===== src/rtl/wishbone_master_pkg.sv =====
// rtl/wishbone_master_pkg.sv - shared state encoding and default timeout for the Wishbone master
package wishbone_master_pkg;

    typedef enum logic [1:0] {
        ST_IDLE = 2'd0,
        ST_BUS  = 2'd1,
        ST_RESP = 2'd2
    } wb_state_t;

    localparam int unsigned TIMEOUT_DEFAULT = 255;

endpackage


===== src/rtl/wishbone_master.sv =====
// rtl/wishbone_master.sv - single-transaction Wishbone master with ack timeout
module wishbone_master
    import wishbone_master_pkg::*;
#(
    parameter int unsigned TIMEOUT = TIMEOUT_DEFAULT
) (
    input  logic        clk_i,
    input  logic        rst_i,
    input  logic        req_valid_i,
    output logic        req_ready_o,
    input  logic [31:0] req_addr_i,
    input  logic [31:0] req_wdata_i,
    input  logic        req_we_i,
    output logic        resp_valid_o,
    output logic [31:0] resp_rdata_o,
    output logic        resp_err_o,
    output logic [31:0] addr_o,
    output logic [31:0] data_o,
    input  logic [31:0] data_i,
    output logic        we_o,
    output logic        cyc_o,
    output logic        stb_o,
    output logic        sel_o,
    input  logic        ack_i
);

    // Counter value on which a still-unacknowledged cycle is abandoned.
    localparam logic [7:0] LAST_CNT = 8'(TIMEOUT - 1);

    wb_state_t  state;
    logic [7:0] wait_cnt;

    // Request/bus/response sequencing. The bus output registers double as the
    // latched request: they are loaded on accept, held through BUS and cleared
    // when the cycle ends, so the address and data cannot drift mid-cycle.
    always_ff @(posedge clk_i or negedge rst_i) begin
        if (!rst_i) begin
            state        <= ST_IDLE;
            wait_cnt     <= 8'd0;
            req_ready_o  <= 1'b1;
            resp_valid_o <= 1'b0;
            resp_rdata_o <= 32'd0;
            resp_err_o   <= 1'b0;
            addr_o       <= 32'd0;
            data_o       <= 32'd0;
            we_o         <= 1'b0;
            cyc_o        <= 1'b0;
            stb_o        <= 1'b0;
            sel_o        <= 1'b0;
        end else begin
            case (state)
                ST_IDLE: begin
                    resp_valid_o <= 1'b0;
                    if (req_valid_i) begin
                        state       <= ST_BUS;
                        wait_cnt    <= 8'd0;
                        req_ready_o <= 1'b0;
                        addr_o      <= req_addr_i;
                        data_o      <= req_we_i ? req_wdata_i : 32'd0;
                        we_o        <= req_we_i;
                        cyc_o       <= 1'b1;
                        stb_o       <= 1'b1;
                        sel_o       <= 1'b1;
                    end
                end
                ST_BUS: begin
                    // Ack wins over a timeout landing on the same edge.
                    if (ack_i || wait_cnt == LAST_CNT) begin
                        state        <= ST_RESP;
                        resp_valid_o <= 1'b1;
                        resp_rdata_o <= (ack_i && !we_o) ? data_i : 32'd0;
                        resp_err_o   <= !ack_i;
                        addr_o       <= 32'd0;
                        data_o       <= 32'd0;
                        we_o         <= 1'b0;
                        cyc_o        <= 1'b0;
                        stb_o        <= 1'b0;
                        sel_o        <= 1'b0;
                    end else begin
                        wait_cnt <= wait_cnt + 8'd1;
                    end
                end
                ST_RESP: begin
                    state        <= ST_IDLE;
                    resp_valid_o <= 1'b0;
                    req_ready_o  <= 1'b1;
                end
                default: begin
                    state        <= ST_IDLE;
                    wait_cnt     <= 8'd0;
                    req_ready_o  <= 1'b1;
                    resp_valid_o <= 1'b0;
                    addr_o       <= 32'd0;
                    data_o       <= 32'd0;
                    we_o         <= 1'b0;
                    cyc_o        <= 1'b0;
                    stb_o        <= 1'b0;
                    sel_o        <= 1'b0;
                end
            endcase
        end
    end

endmodule


===== config.mk =====
export PLATFORM = sky130hd
export DESIGN_NAME = wishbone_master
export DESIGN_NICKNAME = d
export VERILOG_FILES = /design/src/rtl/wishbone_master_pkg.sv /design/src/rtl/wishbone_master.sv
export SDC_FILE = /design/constraint.sdc
export NUM_CORES = 1
export LEC_CHECK = 0
export ABC_AREA = 0
export CAP_MARGIN = 20
export CORE_MARGIN = 8
export CORE_UTILIZATION = 30
export CTS_CLUSTER_SIZE = 12
export DETAILED_ROUTE_END_ITERATION = 8
export SLEW_MARGIN = 10
export SYNTH_ARGS = -nofsm -noshare
export SYNTH_HDL_FRONTEND = slang
export SYNTH_SLANG_ARGS = --single-unit

===== constraint.sdc =====
create_clock -name clk_i -period 1.84 [get_ports clk_i]
set_clock_uncertainty 0.2 [all_clocks]
set_input_delay 0.368 -clock clk_i [delete_from_list [all_inputs] [get_ports clk_i]]
set_output_delay 0.368 -clock clk_i [all_outputs]
set_load 0.01 [all_outputs]

* Word level (Yosys, flattened, before mapping)
Index checks and enable logic that the tools add are counted.
Storage, ports and cells: register bits 111, logic and storage cells 51, input bits 101, output and inout port bits 103
Cells by class: muxes and demuxes 22, bitwise operators 2, reductions and logical operators 10, eq/ne operators 6, $add $sub $neg 1
Operators with widths (count):
- one-hot mux 32 bit (3 select lines) | 2
- 2-to-1 mux 32 bit | 5
- one-hot mux 8 bit (3 select lines) | 1
- 2-to-1 mux 8 bit | 2
- adder 8 x 1 -> 8 bit (second input constant) | 1
- == test 8 bit (second input constant) | 1
- 2-to-1 mux 1 bit | 6
- != test 2 bit (second input constant) | 3
- one-hot mux 1 bit (3 select lines) | 2
- AND reduction 2 bit | 3
- AND reduction 3 bit | 2
- 2-to-1 mux 2 bit | 2
- one-hot mux 2 bit (2 select lines) | 1
- == test 2 x 1 -> 1 bit (second input constant) | 1
- == test 2 bit (second input constant) | 1
- logical NOT 1 bit | 2
- logical NOT 2 bit | 1
- inverter 1 bit | 2
- one-hot mux 1 bit (2 select lines) | 1
- logical AND 1 bit | 1
- logical OR 1 bit | 1

* Logic depth before layout (Yosys ltp)
depth in word-level cells 4, mapped depth 8, mapped depth without buffers 7

* Worst setup path after synthesis
Ideal clock, no wire load.
kind register to register, from reg wait_cnt[0], to reg resp_rdata_o[13], stages on the path, launching flop included 9, arrival time 1562 ps, slack -5 ps, library setup time 83 ps, path buffers 2, data required time 1557 ps, period minus slack after synthesis 1845 ps, cell sequence dfrtp_1 > inv_1 > ha_1 > and3_1 > a21oi_1 > buf_2 > clkbuf_1 > o21ai_0 > o21ai_0
Between the ends: longest elaborated chain between the ends 3
Ends and longest elaborated chain:
- start: declaration | RTL line wishbone_master.sv:31 | logic [7:0] wait_cnt;
- start signal: assignment | RTL line wishbone_master.sv:80 | wait_cnt <= wait_cnt + 8'd1;
- == test 8 bit | RTL line wishbone_master.sv:68 | if (ack_i || wait_cnt == LAST_CNT) begin
- logical OR 1 bit | RTL line wishbone_master.sv:68
- AND reduction 2 bit (no source line)
- end signal: assignment | RTL line wishbone_master.sv:71 | resp_rdata_o <= (ack_i && !we_o) ? data_i : 32'd0;
- end: declaration | RTL line wishbone_master.sv:15 | output logic [31:0] resp_rdata_o,
Every way passes these cells. A chain may end at the register's enable or synchronous reset.

* Worst setup path after layout
from reg wait_cnt[0], to reg data_o[11]
Between the ends: longest elaborated chain between the ends 4
Ends and longest elaborated chain:
- == test 8 bit | RTL line wishbone_master.sv:68
- logical OR 1 bit | RTL line wishbone_master.sv:68
- != test 2 bit (no source line)
- AND reduction 3 bit (no source line)
- end signal: assignment | RTL line wishbone_master.sv:59 | data_o <= req_we_i ? req_wdata_i : 32'd0;
- end: declaration | RTL line wishbone_master.sv:18 | output logic [31:0] data_o,
Every way passes these cells.

==> impl_results.md <==
* Status: finished, violations left
* Failing checks: negative setup slack
* Slew @ Worst Pin at 0.3570 ns
* H-tree depth at 3
* Later-pin clock latency in the skew report at 0.35 ns
* TritonCTS buffer count at 9
* Die area at 18490 sq um
* Antenna viol nets, final at 0
* Die X-Extent at 136.0 microns
* Slew Viols, Final at 0
* Terminus of the critical flop-to-flop path: data_o[11]
* Final Cycle Share at 100.9%
* Leak at 3.685 nW
* Vias post-DR at 3721
* Area grow syn2layout at 63.49%
* Core Region at 14310 sq um
* CP endpoint kind: flop
* Place WS at -0.2894 ns
* Worst EP required at 1.88 ns
* Final Hold Fails at 0
* Max Cap Violations at 0
* Crit path DAT at 1.90 ns
* Setup Viol. Count Final at 17
* Syn_area_per_cell at 11.73 sq um
* Initial Util at 30.17%
* Antenna diode count at 0
* Design area at 7059 sq um
* Max Clock Freq at 0.5388 GHz
* Vias in the first global route at 3821
* Register bit total from synthesis at 111
* Syn_nets at 471
* Detailed Routing Iterations Pass 1 at 4
* Clock root cell: clkbuf_16
* Hold/Removal Path Class: primary input to async pin
* Largest net degree at the start of global routing at 67
* Yosys Warn Count at 0
* Worst-path clk slew at 0.08 ns
* RSZ-0062 raised after global routing: yes
* Layout Utilization at 49.32%
* Rel. slew slack at 76.20%
* Crit path kind: flop to flop
* Post-layout worst setup margin at -0.01582 ns
* Row count at 44
* Overall power at 0.008452 W
* Nets at 678
* Post-synthesis sequential area ratio at 64.36%
* Avg WL per Cell at 18.68 microns
* Post-route DRC at 0
* Total GRT Usage at 15.07%
* IO buf count at 203
* First-pass GRT wire length at 21510 microns
* Synth area leaders: dfrtp_1 (64%), a22o_1 (13%), o21ai_0 (7.6%)
* Synth Instances at 368
* Initial antenna violation count at 0
* Top-area cell type share of the netlist area at 63.75%
* DRT iter0 DRCs at 238
* Share of layout cells above drive strength 1 at 9.483%
* Die height at 136.0 microns
* Post-synth cell types at 32
* Vias per inst at 4.870
* R2r startpoint: wait_cnt[0]
* Reg2reg path depth at 7
* Non-Filler Instances at 764
* GPL Wtd Cong at 0.7786
* Reg-to-reg slack, setup at -0.02 ns
* Num Clock Sinks at 111
* Mapped Area at 4318 sq um
* Detailed-route wire length at 14270 microns
* DP Area at 6703 sq um
* Grt ovf at 0
* Sum of net half-perimeters after detailed placement at 10120 microns
* Setup crit start kind: flop
* Yosys top cell by area: dfrtp_1
* Period minus WS final at 1.856 ns
* CTS Buffer Depth at 2
* Worst Path Max Fanout at 24
* Io pins at 204
* Pwr Density at 1197 nW/um^2
* CTS tree: yes
* Placed Instances at 743
* VDD IR max at 503.9 uV
## repair_timing
item,CTS,global route
hold endpoints to repair,110,0
endpoints found under the setup margin,117,118
hold buffers,1,0
buffers inserted,2,0
pin swaps,17,2
gates resized for setup,83,49
gates cloned,1,1
## worst max-delay path: stages (launching register included)
cell,delay (ns)
dfrtp_1,0.39
inv_1,0.06
ha_2,0.18
and3_4,0.19
a21oi_2,0.07
a21o_4,0.25
buf_12,0.17
a22o_1,0.23
## flip-flops by register name, indices dropped and copies added, names as in the netlist
register,cells
addr_o,32
data_o,32
req_ready_o,1
resp_err_o,1
resp_rdata_o,32
resp_valid_o,1
sel_o,1
state,2
wait_cnt,8
we_o,1
## metal layers
| layer | wire (microns) | part of all wire (%) | global-route usage (%) |
|---|---|---|---|
| met1 | 5633 | 39 | 17.70 |
| met2 | 7520 | 53 | 25.73 |
| met3 | 897 | 6.3 | 3.991 |
| met4 | 222 | 1.6 | 5.918 |
| met5 | 0 | 0 | 0 |
## cells in the final DEF, fill, tap and decap left out, types with 2 or more instances in the layout
| cell type | synthesis | final |
|---|---|---|
| a21o_1 | 3 | 2 |
| a21oi_1 | 6 | 5 |
| a22o_1 | 64 | 64 |
| a31oi_1 | 7 | 7 |
| buf_12 | 0 | 9 |
| buf_4 | 3 | 14 |
| buf_6 | 2 | 2 |
| clkbuf_16 | 0 | 10 |
| clkdlybuf4s50_1 | 0 | 102 |
| dfrtp_1 | 110 | 110 |
| dlygate4sd2_1 | 0 | 78 |
| dlymetal6s2s_1 | 0 | 22 |
| inv_1 | 3 | 3 |
| inv_6 | 0 | 3 |
| inv_8 | 0 | 2 |
| nand2_1 | 36 | 36 |
| nand2b_1 | 2 | 2 |
| nand4_1 | 2 | 2 |
| nand4b_1 | 2 | 2 |
| nor2_1 | 10 | 9 |
| nor2b_1 | 4 | 2 |
| nor2b_2 | 0 | 2 |
| o21ai_0 | 66 | 44 |
| o21ai_1 | 4 | 22 |
| o21ai_2 | 0 | 4 |
## report_power, final
part,internal (W),switching (W)
Combinational,0.00157,0.00152
Clock,0.000958,0.000967
Sequential,0.00309,0.000347
Total,0.00562,0.00283
## metrics by stage
| stage | hold slack [ns] | TNS, ns |
|---|---|---|
| after floorplan | -0.1276 | -0.1213 |
| after global placement | 0.0003748 | -18.52 |
| after detailed placement | 0.001476 | -20.18 |
| after CTS | 0.1569 | -0.2828 |
| after global routing | 0.1742 | -2.928 |
| final | 0.1725 | -0.1459 |
## how the worst max path moves through the flow
stage / startpoint / to / slack (ns) / cells past startpoint
after floorplan: wait_cnt[0] / addr_o[0] / -0.004 / 8
after global placement: req_valid_i / data_o[11] / -0.26 / 6
after detailed placement: req_valid_i / data_o[20] / -0.29 / 6
after CTS: wait_cnt[0] / data_o[8] / -0.02 / 7
after global routing: wait_cnt[0] / data_o[11] / -0.07 / 7
final: wait_cnt[0] / data_o[11] / -0.02 / 7
## area by class of cell
| class | instances | area [sq um] |
|---|---|---|
| clock buffer | 10 | 229.0 |
| clock inverter | 6 | 57.56 |
| fill | 1343 | 7254 |
| inverter | 3 | 11.26 |
| multi-input combinational | 220 | 1403 |
| sequential | 111 | 2779 |
| tap | 184 | 230.2 |
| timing repair buffer | 230 | 2350 |
## kinds of logic after synthesis
kind of cell | share of synthesized area [%]
compound gates | 24.14
flops | 64.36
simple gates | 6.810
buf+inv | 4.115
fa+ha+maj | 0.5794
## cell usage after synthesis
cell type / count
dfrtp_1: 110
o21ai_0: 66
a22o_1: 64
nand2_1: 36
clkbuf_1: 19
buf_2: 10
nor2_1: 10
a31oi_1: 7
a21oi_1: 6
nor2b_1: 4
o21ai_1: 4
a21o_1: 3
buf_4: 3
inv_1: 3
buf_6: 2
ha_1: 2
nand2b_1: 2
nand4_1: 2
nand4b_1: 2
a211o_1: 1
a2bb2oi_1: 1
and2_1: 1
and3_1: 1
and4_1: 1
dfstp_2: 1
nand3_1: 1
nand3b_1: 1
nor3_1: 1
nor4b_1: 1
o22a_1: 1
o2bb2ai_1: 1
or2_2: 1
Note: power is estimated with default switching activity, not from simulation.
